File: src/rtl/mem_arbiter.sv
// Two-port (fetch/data) round-robin arbiter in front of a single-port RAM.
// Each access takes IDLE->BUSY->RESP, so the ack comes two cycles after the
// request is sampled and the arbiter completes one access every three cycles.
//
// Ports:
//   CLK, reset             clock and asynchronous active-high reset
//   if_req/if_addr         fetch read request; if_ack/if_rdata reply
//   d_req/d_we/d_addr/
//   d_wdata                data load/store request; d_ack/d_rdata reply
//   err                    high with the ack of a rejected access
//   mem_addr/mem_wdata/
//   mem_read/mem_write     RAM command, driven only in BUSY
//   mem_rdata              big-endian RAM word, combinational from mem_addr
module mem_arbiter #(
    parameter int RAM_BYTES = 1024
) (
    input  logic        CLK,
    input  logic        reset,
    input  logic        if_req,
    input  logic [31:0] if_addr,
    output logic        if_ack,
    output logic [31:0] if_rdata,
    input  logic        d_req,
    input  logic        d_we,
    input  logic [31:0] d_addr,
    input  logic [31:0] d_wdata,
    output logic        d_ack,
    output logic [31:0] d_rdata,
    output logic        err,
    output logic [31:0] mem_addr,
    output logic [31:0] mem_wdata,
    output logic        mem_read,
    output logic        mem_write,
    input  logic [31:0] mem_rdata
);

    localparam logic [31:0] MAX_ADDR = 32'(RAM_BYTES - 4);

    typedef enum logic [1:0] {
        IDLE = 2'd0,
        BUSY = 2'd1,
        RESP = 2'd2
    } state_t;

    state_t state;
    state_t state_nxt;

    // Latched request: port 1 = data, 0 = fetch.
    logic        lat_port;
    logic [31:0] lat_addr;
    logic        lat_we;
    logic [31:0] lat_wdata;
    logic        lat_bad;

    // 1 when the most recent grant went to the data port.
    logic        last_d;

    logic [31:0] if_rdata_q;
    logic [31:0] d_rdata_q;

    logic [15:0] fetch_cnt;
    logic [15:0] data_cnt;

    logic        gnt_d;
    logic        gnt_if;
    logic [31:0] sel_addr;
    logic        sel_we;
    logic        sel_bad;
    logic        grant;

    // Data wins if alone, or on a tie when fetch had the last grant.
    always_comb begin
        gnt_d    = d_req & (~if_req | ~last_d);
        gnt_if   = if_req & ~gnt_d;
        grant    = (state == IDLE) & (gnt_d | gnt_if);
        sel_addr = gnt_d ? d_addr : if_addr;
        sel_we   = gnt_d & d_we;
        sel_bad  = (sel_addr > MAX_ADDR) | (sel_addr[1:0] != 2'b00);
    end

    always_ff @(posedge CLK or posedge reset) begin
        if (reset) begin
            state <= IDLE;
        end else begin
            state <= state_nxt;
        end
    end

    always_comb begin
        state_nxt = state;
        mem_addr  = 32'd0;
        mem_wdata = 32'd0;
        mem_read  = 1'b0;
        mem_write = 1'b0;
        if_ack    = 1'b0;
        d_ack     = 1'b0;
        err       = 1'b0;
        unique case (state)
            IDLE: begin
                if (if_req | d_req) begin
                    state_nxt = BUSY;
                end
            end
            BUSY: begin
                state_nxt = RESP;
                mem_addr  = lat_addr;
                mem_wdata = lat_wdata;
                mem_read  = ~lat_we & ~lat_bad;
                mem_write = lat_we & ~lat_bad;
            end
            RESP: begin
                state_nxt = IDLE;
                if_ack    = ~lat_port;
                d_ack     = lat_port;
                err       = lat_bad;
            end
            default: begin
                state_nxt = IDLE;
            end
        endcase
    end

    always_ff @(posedge CLK or posedge reset) begin
        if (reset) begin
            lat_port  <= 1'b0;
            lat_addr  <= 32'd0;
            lat_we    <= 1'b0;
            lat_wdata <= 32'd0;
            lat_bad   <= 1'b0;
            last_d    <= 1'b1;
        end else if (grant) begin
            lat_port  <= gnt_d;
            lat_addr  <= sel_addr;
            lat_we    <= sel_we;
            lat_wdata <= gnt_d ? d_wdata : 32'd0;
            lat_bad   <= sel_bad;
            last_d    <= gnt_d;
        end
    end

    // Rejected accesses return zero; good stores keep the old value.
    always_ff @(posedge CLK or posedge reset) begin
        if (reset) begin
            if_rdata_q <= 32'd0;
            d_rdata_q  <= 32'd0;
        end else if (state == BUSY) begin
            if (lat_port) begin
                if (lat_bad) begin
                    d_rdata_q <= 32'd0;
                end else if (!lat_we) begin
                    d_rdata_q <= mem_rdata;
                end
            end else begin
                if (lat_bad) begin
                    if_rdata_q <= 32'd0;
                end else begin
                    if_rdata_q <= mem_rdata;
                end
            end
        end
    end

    assign if_rdata = if_rdata_q;
    assign d_rdata  = d_rdata_q;

    always_ff @(posedge CLK or posedge reset) begin
        if (reset) begin
            fetch_cnt <= 16'd0;
            data_cnt  <= 16'd0;
        end else if (grant) begin
            if (gnt_if && fetch_cnt != 16'hFFFF) begin
                fetch_cnt <= fetch_cnt + 16'd1;
            end
            if (gnt_d && data_cnt != 16'hFFFF) begin
                data_cnt <= data_cnt + 16'd1;
            end
        end
    end

endmodule

File: config.mk
export PLATFORM = sky130hd
export DESIGN_NAME = mem_arbiter
export DESIGN_NICKNAME = d
export VERILOG_FILES = /design/src/rtl/mem_arbiter.sv
export SDC_FILE = /design/constraint.sdc
export NUM_CORES = 1
export LEC_CHECK = 0
export CAP_MARGIN = 25
export CORE_ASPECT_RATIO = 0.8
export CORE_UTILIZATION = 43
export CTS_BUF_LIST = sky130_fd_sc_hd__clkbuf_8
export CTS_CLUSTER_DIAMETER = 50
export DETAILED_ROUTE_END_ITERATION = 16
export PLACE_DENSITY_LB_ADDON = 0.1
export SLEW_MARGIN = 20
export SYNTH_ARGS = -nofsm -noshare
export SYNTH_HDL_FRONTEND = slang
export SYNTH_SLANG_ARGS = --single-unit
File: constraint.sdc
create_clock -name CLK -period 5.8 [get_ports CLK]
set_input_delay 1.16 -clock CLK [delete_from_list [all_inputs] [get_ports CLK]]
set_output_delay 1.16 -clock CLK [all_outputs]
set_load 0.02 [all_outputs]
== Word-level counts from Yosys, hierarchy flattened ==
Cells that the tools add are included.

* Output and inout port bits: 133
* Flip-flop bits (word level): 134
* Logic and storage cells: 48

* Equal/unequal tests: 4
* Muxes and demuxes: 14
* Bitwise operators: 16
* Magnitude comparators: 1
* Reduce and logical (&&, ||, !) cells: 4

{| class="wikitable"
|+ Operators with widths
! kind !! count
|-
| $mux 32 || 7
|-
| $gt 32x10->1 const B || 1
|-
| $and 1x1->1 || 6
|-
| $not 1->1 || 6
|-
| $mux 1 || 5
|-
| $ne 2x1->1 const B || 2
|-
| $or 1x1->1 || 4
|-
| $pmux 2 s2 || 1
|-
| $reduce_and 3->1 || 1
|-
| $eq 2x1->1 const B || 1
|-
| $eq 2x2->1 const B || 1
|-
| $logic_not 2->1 || 1
|-
| $mux 2 || 1
|-
| $reduce_and 2->1 || 1
|-
| $reduce_bool 2->1 || 1
|}

== Depth between registers and ports, before layout ==
Gate-level depths: netlist of run 1.

* Depth in word-level cells: 7
* Gate-level depth with buffers: 6

== Least setup slack after synthesis of run 1 ==
No wires, ideal clock.

* Path kind: register to output
* Start point: register state[1]
* End point: output port mem_read
* Data arrival time: 1.337 ns
* Cell stages (with the launch flop): 4
* Data required time: 4.640 ns
* Path slack: 3.303 ns
* Cells stage by stage: dfrtp_1 and2b_2 buf_2 nor3b_1

* Cells in the longest elaborated chain, start to end: 2

{| class="wikitable"
|+ RTL lines
! element !! RTL line !! text
|-
| from (decl) || 45 || <nowiki>state_t state;</nowiki>
|-
| from (signal assigned) || 85 || <nowiki>state <= state_nxt;</nowiki>
|-
| $eq 2x1->1 || 98 || <nowiki>unique case (state)</nowiki>
|-
| $mux 1 || 98 ||
|-
| to (decl) || 32 || <nowiki>output logic mem_read,</nowiki>
|}

No other way between the ends.

== Worst setup path after layout of run 1 ==
* Start point: register state[1]
* End point: output port mem_wdata[23]

* Cells in the longest elaborated chain, start to end: 2

{| class="wikitable"
|+ RTL lines
! element !! RTL line !! text
|-
| $eq 2x1->1 || 98 ||
|-
| $mux 32 || 98 ||
|-
| to (decl) || 31 || <nowiki>output logic [31:0] mem_wdata,</nowiki>
|}

No other way between the ends.

==> impl_metrics.env, run 1 <==
export IMPL_path_max_fanout=69
export IMPL_hp_class="register to register"
export IMPL_drive_gt1_share_pct=5.55
export IMPL_vias_per_cell=4.92
export IMPL_synth_edf_count=0
export IMPL_max_slew_margin_pct=52.4
export IMPL_fin_area_um2=9080
export IMPL_cts_buffers=17
export IMPL_grt_pass1_vias=5042
export IMPL_finalCriticalPeriod_ps=3620
export IMPL_timing_rr_end="d_rdata[9]"
export IMPL_antenna_found_initial=0
export IMPL_drt_iter0_markers=273
export IMPL_clkTransAtPathRegs_ps=70
export IMPL_grt_max_degree=70
export IMPL_synth_adder_area_share_pct=0
export IMPL_port_buffers=265
export IMPL_min_delay_start="lat_addr[14]"
export IMPL_gp_congestion=0.847
export IMPL_fmax_ghz=0.276
export IMPL_hold_buffers=0
export IMPL_synth_seq_cells=134
export IMPL_drc=0
export IMPL_ys_seq_area_share_pct=56.8
export IMPL_rows=37
export IMPL_regArea_um2=3360
export IMPL_synth_top_family_by_area="simple AND/OR/NAND/NOR gates"
export IMPL_htree_levels=4
export IMPL_tightest_slew_ps=714
export IMPL_yosys_most_used_dff="dfrtp_1"
export IMPL_hold_viol=0
export IMPL_min_path_cells=2
export IMPL_synthArstFlopShare_pct=100
export IMPL_drt_total_wl_um=16200
export IMPL_post_cts_buffers=0
export IMPL_period_share_pct=62.4
export IMPL_syn_cell_area_um2=5900
export IMPL_ios=266
export IMPL_synth_avg_cell_area_um2=10.4
export IMPL_final_nets=949
export IMPL_drt_first_pass_iters=4
export IMPL_cts_resized=0
export IMPL_holdPathEnd="lat_addr[14]"
export IMPL_rrSetupSlack_ps=3290
export IMPL_synth_top_cell_area_share_pct=56.4
export IMPL_start_kind="register"
export IMPL_synth_compound_area_share_pct=13.8
export IMPL_ys_warnings_count=0
export IMPL_final_core_util_pct=69.3
export IMPL_p_leak_nw=3.86
export IMPL_multi_input_area_um2=2320
export IMPL_synth_area_leaders="dfrtp_1 56%, o21ai_0 7.9%, and2_1 6.8%, nand2_1 6.1%, mux2i_1 5.6%"
export IMPL_synth_nets=701
export IMPL_rsz0062_at_grt="false"
export IMPL_wl_per_cell_um=16.1
export IMPL_synthSimpleGateAreaFrac_pct=19.5
export IMPL_clock_skew_ps=10.6
export IMPL_synthMuxAreaShare_pct=5.60
export IMPL_final_max_slew_viol_count=0
export IMPL_worstSkewPairLatency_ps=420
export IMPL_reg2regPathDepth=5
export IMPL_dpl_cell_area_um2=8640
export IMPL_design_die_area_um2=14200
export IMPL_dp_hpwl_um=11600
export IMPL_die_width_um=133
export IMPL_cp_end_kind="output port"
export IMPL_cts_sinks=134
export IMPL_die_h_um=107
export IMPL_yosysMostFrequentCell="dfrtp_1"
export IMPL_yosys_area_top_type="dfrtp_1"
export IMPL_gr_usage_all_layers_pct=23.3
export IMPL_drtAntennaViolNets=0
export IMPL_fin_tns_setup_ps=0
export IMPL_p_per_area_nw_per_um2=387
export IMPL_cts_root_buf="clkbuf_8"
export IMPL_setup_violations=0
export IMPL_cp_data_arrival_time_ps=2460
export IMPL_power_mw=3.52
export IMPL_reg2reg_from="state[1]"
export IMPL_start_util_pct=45.0
export IMPL_fillers=972
export IMPL_synthToLayoutAreaGrowth_pct=53.9
export IMPL_vdd_drop_max_uv=300
export IMPL_cts_path_max_buffers=2
export IMPL_critical_path_class="register to output port"
export IMPL_cts_tree="done"
export IMPL_syn_instance_count=568
export IMPL_synth_common_cells="133 x dfrtp_1, 96 x nand2_1, 93 x o21ai_0"
export IMPL_synth_xor_area_share_pct=0
export IMPL_num_vias=4942
export IMPL_grt_ovfl_total=0
export IMPL_outcome="completed"
export IMPL_synth_cell_types=28
export IMPL_core_um2=13100
export IMPL_cp_required_ps=4640
export IMPL_grt_pass1_wl_um=25400
export IMPL_maxCapViolations=0
export IMPL_antenna_diode_count=0
## cell type report
class / count / share of cell area, %
Clock inverter: 13 / 1.97
Inverter: 2 / 0.110
Sequential cell: 134 / 36.9
Timing Repair Buffer: 271 / 30.1
Clock buffer: 19 / 2.88
Multi-Input combinational cell: 390 / 25.6
Tap cell: 175 / 2.41
## worst max-delay path, cell delays in order (launching register included)
cell,delay [ps]
dfrtp_1,410
and2b_4,720
and2_1,260
clkdlybuf4s50_1,620
## how the worst max path moves through the flow
stage / start / end / slack, ps / cells after the start
floorplan: reset / d_rdata[0] / 1060 / 1
global placement: state[1] / mem_read / 2410 / 3
detailed placement: state[1] / mem_read / 2380 / 3
CTS: state[1] / mem_read / 1910 / 3
global route: state[1] / mem_read / 1990 / 3
finish: state[1] / mem_wdata[23] / 2180 / 3
## metrics by stage
stage / hold WS [ps] / setup WS [ps] / cells
floorplan: 442 / 1060 / 568
global placement: 457 / 2410 / 970
detailed placement: 462 / 2380 / 972
CTS: 478 / 1910 / 1004
global route: 501 / 1990 / 1004
finish: 471 / 2180 / 1004
## cells by family after synthesis
kind of cell	Yosys count
AND/OR/NAND/NOR	222
buffers and inverters	44
multiplexers	33
AO/OA/AOI/OAI	135
flip-flops	134
## power breakdown
group / switching, mW / internal, mW
Combinational: 0.745 / 0.612
Sequential: 0.131 / 1.18
Clock: 0.358 / 0.490
## state kept, by name, summed over array words and instances (netlist names)
signal     cells
lat_wdata     32
if_rdata      32
state          2
last_d         1
lat_port       1
lat_addr      32
lat_bad        1
d_rdata       32
lat_we         1
## layer usage
metal | routed length (um) | track usage, % | vias up
li1 | - | - | 2419
met5 | 0 | 0 | -
met3 | 1130 | 7.14 | 25
met1 | 6960 | 29.5 | 2309
met2 | 7690 | 37.7 | 189
met4 | 412 | 8.46 | 0
## cells in the final DEF, fill, tap and decap left out, types with 3 or more instances in the layout
master	Yosys	final
bufinv_16	0	4
and3b_1	3	3
clkinvlp_4	0	3
clkinv_2	0	3
dfrtp_1	133	132
clkdlybuf4s50_1	0	265
o21ai_0	93	93
o21ai_1	4	4
nand2b_1	34	33
nor2_1	6	6
and2_1	64	64
a22o_1	33	33
mux2i_1	33	33
nand2_1	96	96
buf_4	2	4
nor4_1	10	10
nand4_1	3	3
clkbuf_8	0	19
(Power assumes the default switching activity.)
==> inputs of run 2 (changes only) <==
- clock period: 5.8 -> 3.4 ns (I/O delays scaled with it)
==> run 2 against run 1 <==
- hold slack gained 1.6 ps
- clock skew is essentially flat
- power grew 71%
- non-clock buffer count increased by 3
- register-to-register slack worse by 1800 ps
- count of clock-buffer cells in the layout unchanged
- die area did not move
- design area grew 0.29%
- critical path depth grew 1
- utilization increased by 0.20 points
- critical path type unchanged
==> impl_metrics.env, run 2 (synthesis gave the netlist of run 1 again) <==
export IMPL_maxCapViolations=0
export IMPL_ios=266
export IMPL_rows=37
export IMPL_layout_common_cells="265 x clkdlybuf4s50_1, 133 x dfrtp_1, 96 x nand2_1, 93 x o21ai_0, 64 x and2_1"
export IMPL_finalCriticalPeriod_ps=3060
export IMPL_gp_congestion=0.799
export IMPL_start_kind="register"
export IMPL_antenna_diode_count=0
export IMPL_cts_root_buf="clkbuf_8"
export IMPL_cts_path_max_buffers=2
export IMPL_dp_hpwl_um=11500
export IMPL_layout_commonest_cell="clkdlybuf4s50_1"
export IMPL_cp_end_kind="output port"
export IMPL_final_max_slew_viol_count=0
export IMPL_drt_iter0_markers=254
export IMPL_die_h_um=107
export IMPL_reg2regPathDepth=4
export IMPL_fin_cells=1007
export IMPL_drtAntennaViolNets=0
export IMPL_drive_gt1_share_pct=5.77
export IMPL_reg2reg_from="state[1]"
export IMPL_max_slew_margin_pct=50.3
export IMPL_grt_max_degree=135
export IMPL_timing_rr_end="if_rdata[15]"
export IMPL_rrSetupSlack_ps=1480
export IMPL_cts_tree="done"
export IMPL_power_mw=6.01
export IMPL_synthToLayoutAreaGrowth_pct=54.4
export IMPL_drt_first_pass_iters=4
export IMPL_design_die_area_um2=14200
export IMPL_outcome="completed"
export IMPL_path_max_fanout=39
export IMPL_setup_violations=0
export IMPL_hold_buffers=0
export IMPL_post_cts_buffers=0
export IMPL_final_nets=952
export IMPL_gr_usage_all_layers_pct=23.3
export IMPL_die_width_um=133
export IMPL_cts_buffers=17
export IMPL_final_setup_worst_slack_ps=335
export IMPL_hold_viol=0
export IMPL_p_per_area_nw_per_um2=660
export IMPL_min_path_cells=2
export IMPL_vias_per_cell=4.90
export IMPL_placed_cells=974
export IMPL_holdPathEnd="lat_addr[25]"
export IMPL_num_vias=4932
export IMPL_fmax_ghz=0.326
export IMPL_grt_pass1_vias=5018
export IMPL_clock_skew_ps=10.4
export IMPL_hp_class="register to register"
export IMPL_grt_ovfl_total=0
export IMPL_vdd_drop_max_uv=392
export IMPL_cp_data_arrival_time_ps=2380
export IMPL_min_delay_start="lat_addr[25]"
export IMPL_pre_cts_slack_ps=756
export IMPL_rsz0062_at_grt="false"
export IMPL_cts_sinks=134
export IMPL_fin_tns_setup_ps=0
export IMPL_cp_required_ps=2720
export IMPL_htree_levels=4
export IMPL_critical_path_class="register to output port"
export IMPL_worstSkewPairLatency_ps=410
export IMPL_drc=0
export IMPL_wl_per_cell_um=15.9
export IMPL_antenna_found_initial=0
export IMPL_start_util_pct=45.0
export IMPL_drt_total_wl_um=16000
export IMPL_grt_pass1_wl_um=25500
export IMPL_port_buffers=265
export IMPL_cts_resized=0
export IMPL_period_share_pct=90.1
export IMPL_tightest_slew_ps=746
export IMPL_p_leak_nw=3.86
export IMPL_clkTransAtPathRegs_ps=80
export IMPL_core_um2=13100
[run 2: changes by cell type in the layout (fill, tap and decap cells not counted), sizes merged]
cell      before  now
clkinvlp       3    4
inv            4    3
buf            6    9
[run 2: cell type report]
class	count	area [um^2]
Clock buffer	19	262
Timing Repair Buffer	274	2770
Multi-Input combinational cell	390	2310
Tap cell	175	219
Sequential cell	134	3350
Inverter	2	11.3
Fill cell	970	3990
Clock inverter	13	179
[run 2: worst max path at each step]
stage	to	cells past startpoint	slack (ps)	start
finish	mem_addr[22]	4	340	state[1]
global route	mem_wdata[20]	4	150	state[1]
CTS	mem_addr[22]	4	280	state[1]
detailed placement	mem_addr[22]	4	760	state[1]
global placement	mem_addr[22]	4	830	state[1]
floorplan	d_rdata[0]	1	1060	reset
[run 2: metrics by stage]
stage | cell area (um^2) | hold slack, ps | util (%)
after floorplan | 5910 | 442 | -
after detailed placement | 8650 | 462 | 66.0
final | 9110 | 473 | 69.5
after global routing | 9110 | 500 | 69.5
after CTS | 9090 | 478 | 69.4
after global placement | 8650 | 454 | 66.0
[run 2: critical path: stages, from the launching register on]
cell             delay (ps)
dfrtp_1                 410
and2b_2                 550
buf_12                  240
and2_1                  160
clkdlybuf4s50_1         600
[run 2: metal layers]
metal / part of all wire, % / track usage [%] / up-vias
met1: 43 / 29.1 / 2300
met5: 0 / 0 / -
li1: - / - / 2422
met4: 2.1 / 8.05 / 0
met2: 47 / 38.9 / 188
met3: 7.0 / 6.71 / 22
[run 2: report_power, final]
part           switching (mW)  leakage [nW]  internal [mW]
Combinational            1.25          1.87           1.07
Clock                   0.589         0.219          0.836
Sequential              0.245          1.77           2.02
==> inputs of run 3 (changes only) <==
- CORE_UTILIZATION: 43 -> 39
- clock period: 3.4 -> 2.58 ns (I/O delays scaled with it)
==> run 3 against run 2 <==
- utilization down 7.3 points
- wire length grew 2.6%
- via count rose by 1.2%
- clock skew decreased by 0.88 ps
- first-iteration DRC count increased by 7.5%
- critical endpoint is now mem_read
- highest routed layer unchanged
==> impl_metrics.env, run 3 (synthesis gave the netlist of run 1 again) <==
export IMPL_outcome="completed"
export IMPL_die_width_um=140
export IMPL_setup_violations=0
export IMPL_p_per_area_nw_per_um2=831
export IMPL_max_slew_margin_pct=61.3
export IMPL_p_leak_nw=4.28
export IMPL_vias_per_cell=4.90
export IMPL_m1WireLength_um=7070
export IMPL_cp_data_arrival_time_ps=1860
export IMPL_maxCapViolations=0
export IMPL_cp_num_buf_inv=2
export IMPL_cts_root_buf="clkbuf_8"
export IMPL_tightest_slew_ps=581
export IMPL_crit_family="buffers and inverters"
export IMPL_drive_gt1_share_pct=5.75
export IMPL_grt_ovfl_total=0
export IMPL_cts_sinks=134
export IMPL_finalCriticalPeriod_ps=2380
export IMPL_cp_slowest_stage_delay_ps=410
export IMPL_power_mw=7.51
export IMPL_route_met3_wl_um=1270
export IMPL_clkTransAtPathRegs_ps=70
export IMPL_path_max_fanout=29
export IMPL_crit_end="mem_read"
export IMPL_cts_tree="done"
export IMPL_drt_first_pass_iters=4
export IMPL_htree_levels=4
export IMPL_num_vias=4993
export IMPL_fmax_ghz=0.421
export IMPL_design_die_area_um2=15600
export IMPL_cp_end_kind="output port"
export IMPL_cp_startpoint="state[1]"
export IMPL_fin_cells=1019
export IMPL_reg2regPathDepth=6
export IMPL_cts_buffers=17
export IMPL_hold_viol=0
export IMPL_cp_required_ps=2060
export IMPL_final_nets=955
export IMPL_rsz0062_at_grt="false"
export IMPL_final_setup_worst_slack_ps=205
export IMPL_grt_pass1_vias=5282
export IMPL_die_h_um=112
export IMPL_port_buffers=265
export IMPL_antenna_diode_count=0
export IMPL_pre_cts_slack_ps=370
export IMPL_vdd_drop_max_uv=466
export IMPL_reg2reg_from="lat_bad"
export IMPL_gp_congestion=0.832
export IMPL_synthToLayoutAreaGrowth_pct=53.2
export IMPL_cpMaxStageDelayCell="dfrtp_1"
export IMPL_clock_skew_ps=9.48
export IMPL_start_util_pct=40.6
export IMPL_ios=266
export IMPL_dp_hpwl_um=11900
export IMPL_grt_max_degree=78
export IMPL_period_share_pct=92.1
export IMPL_worstSkewPairLatency_ps=430
export IMPL_hold_buffers=0
export IMPL_gr_usage_all_layers_pct=22.1
export IMPL_drc=0
export IMPL_cts_path_max_buffers=2
export IMPL_start_kind="register"
export IMPL_drt_total_wl_um=16400
export IMPL_core_um2=14500
export IMPL_drtAntennaViolNets=0
export IMPL_placed_cells=987
export IMPL_wl_met2_um=7680
export IMPL_grt_pass1_wl_um=26700
export IMPL_fin_tns_setup_ps=0
export IMPL_critical_path_class="register to output port"
export IMPL_antenna_found_initial=0
export IMPL_crit_path_cell_trace="and2b_2 -> buf_12 -> nor3b_1 -> dlygate4sd2_1"
export IMPL_layout_common_cells="199 x clkdlybuf4s50_1, 133 x dfrtp_1, 96 x nand2_1, 93 x o21ai_0, 64 x and2_1"
export IMPL_whs_ps=469
export IMPL_rows=39
export IMPL_layout_commonest_cell="clkdlybuf4s50_1"
export IMPL_timing_rr_end="d_rdata[22]"
export IMPL_routed_top_layer="met4"
export IMPL_drt_iter0_markers=273
export IMPL_wl_per_cell_um=16.1
export IMPL_cp_depth=4
export IMPL_hp_class="register to register"
export IMPL_rrSetupSlack_ps=710
export IMPL_final_max_slew_viol_count=0
## run 3: changes by cell type in the layout (fill, tap and decap cells not counted), moves of 2 or more
| cell | delta |
|---|---|
| dlygate4sd2_1 | +56 |
| dlymetal6s2s_1 | +10 |
| buf_4 | +2 |
| bufinv_16 | -3 |
| clkdlybuf4s50_1 | -66 |
| inv_1 | +3 |
| clkbuf_8 | +2 |
## run 3: final cells by class
| cell class | count | area [um^2] |
|---|---|---|
| inverters | 2 | 11.3 |
| well taps | 184 | 230 |
| fillers | 1205 | 5500 |
| flip-flops and latches | 134 | 3350 |
| clock buffers | 21 | 289 |
| clock inverters | 11 | 83.8 |
| multi-input cells | 390 | 2310 |
| repair buffers | 277 | 2760 |
## run 3: report_power, final
part           leakage (nW)  switching, mW  internal [mW]  total [mW]
clock                 0.203          0.774          0.849        1.62
combinational          2.30           1.67           1.26        2.93
sequential             1.77          0.300           2.66        2.96
## run 3: worst min path at each step
| stage | to | start | slack (ps) | cells past startpoint |
|---|---|---|---|---|
| after floorplan | lat_addr[0] | lat_addr[0] | 440 | 2 |
| after CTS | lat_addr[17] | lat_addr[17] | 480 | 2 |
| after global placement | lat_addr[25] | lat_addr[25] | 460 | 2 |
| after detailed placement | lat_addr[17] | lat_addr[17] | 460 | 2 |
| final | lat_addr[23] | lat_addr[23] | 470 | 2 |
| after global routing | lat_addr[23] | lat_addr[23] | 500 | 2 |
## run 3: layer usage
metal,track usage (%),vias to the layer above
met5,0,-
met4,9.30,0
met3,7.64,30
met2,35.6,185
met1,27.2,2343
li1,-,2435
## run 3: per-stage QoR
stage / cell area [um^2] / util [%]
after global placement: 8720 / 59.9
after floorplan: 5910 / -
final: 9040 / 62.2
after global routing: 9040 / 62.2
after detailed placement: 8720 / 59.9
after CTS: 9020 / 62.0
## run 3: timing repair
item	4_1_cts	5_1_grt
cloned	0	0
endpoints found under the setup margin	56	10
buffers inserted	0	0
resized for setup	56	10
## run 3: tightest hold or removal path: cells and delay by family, from the launching register on
family / cells / cell delay, ps
DFF: 1 / 340
and+or+nand+nor: 1 / 40
AOI/OAI and AO/OA: 1 / 50
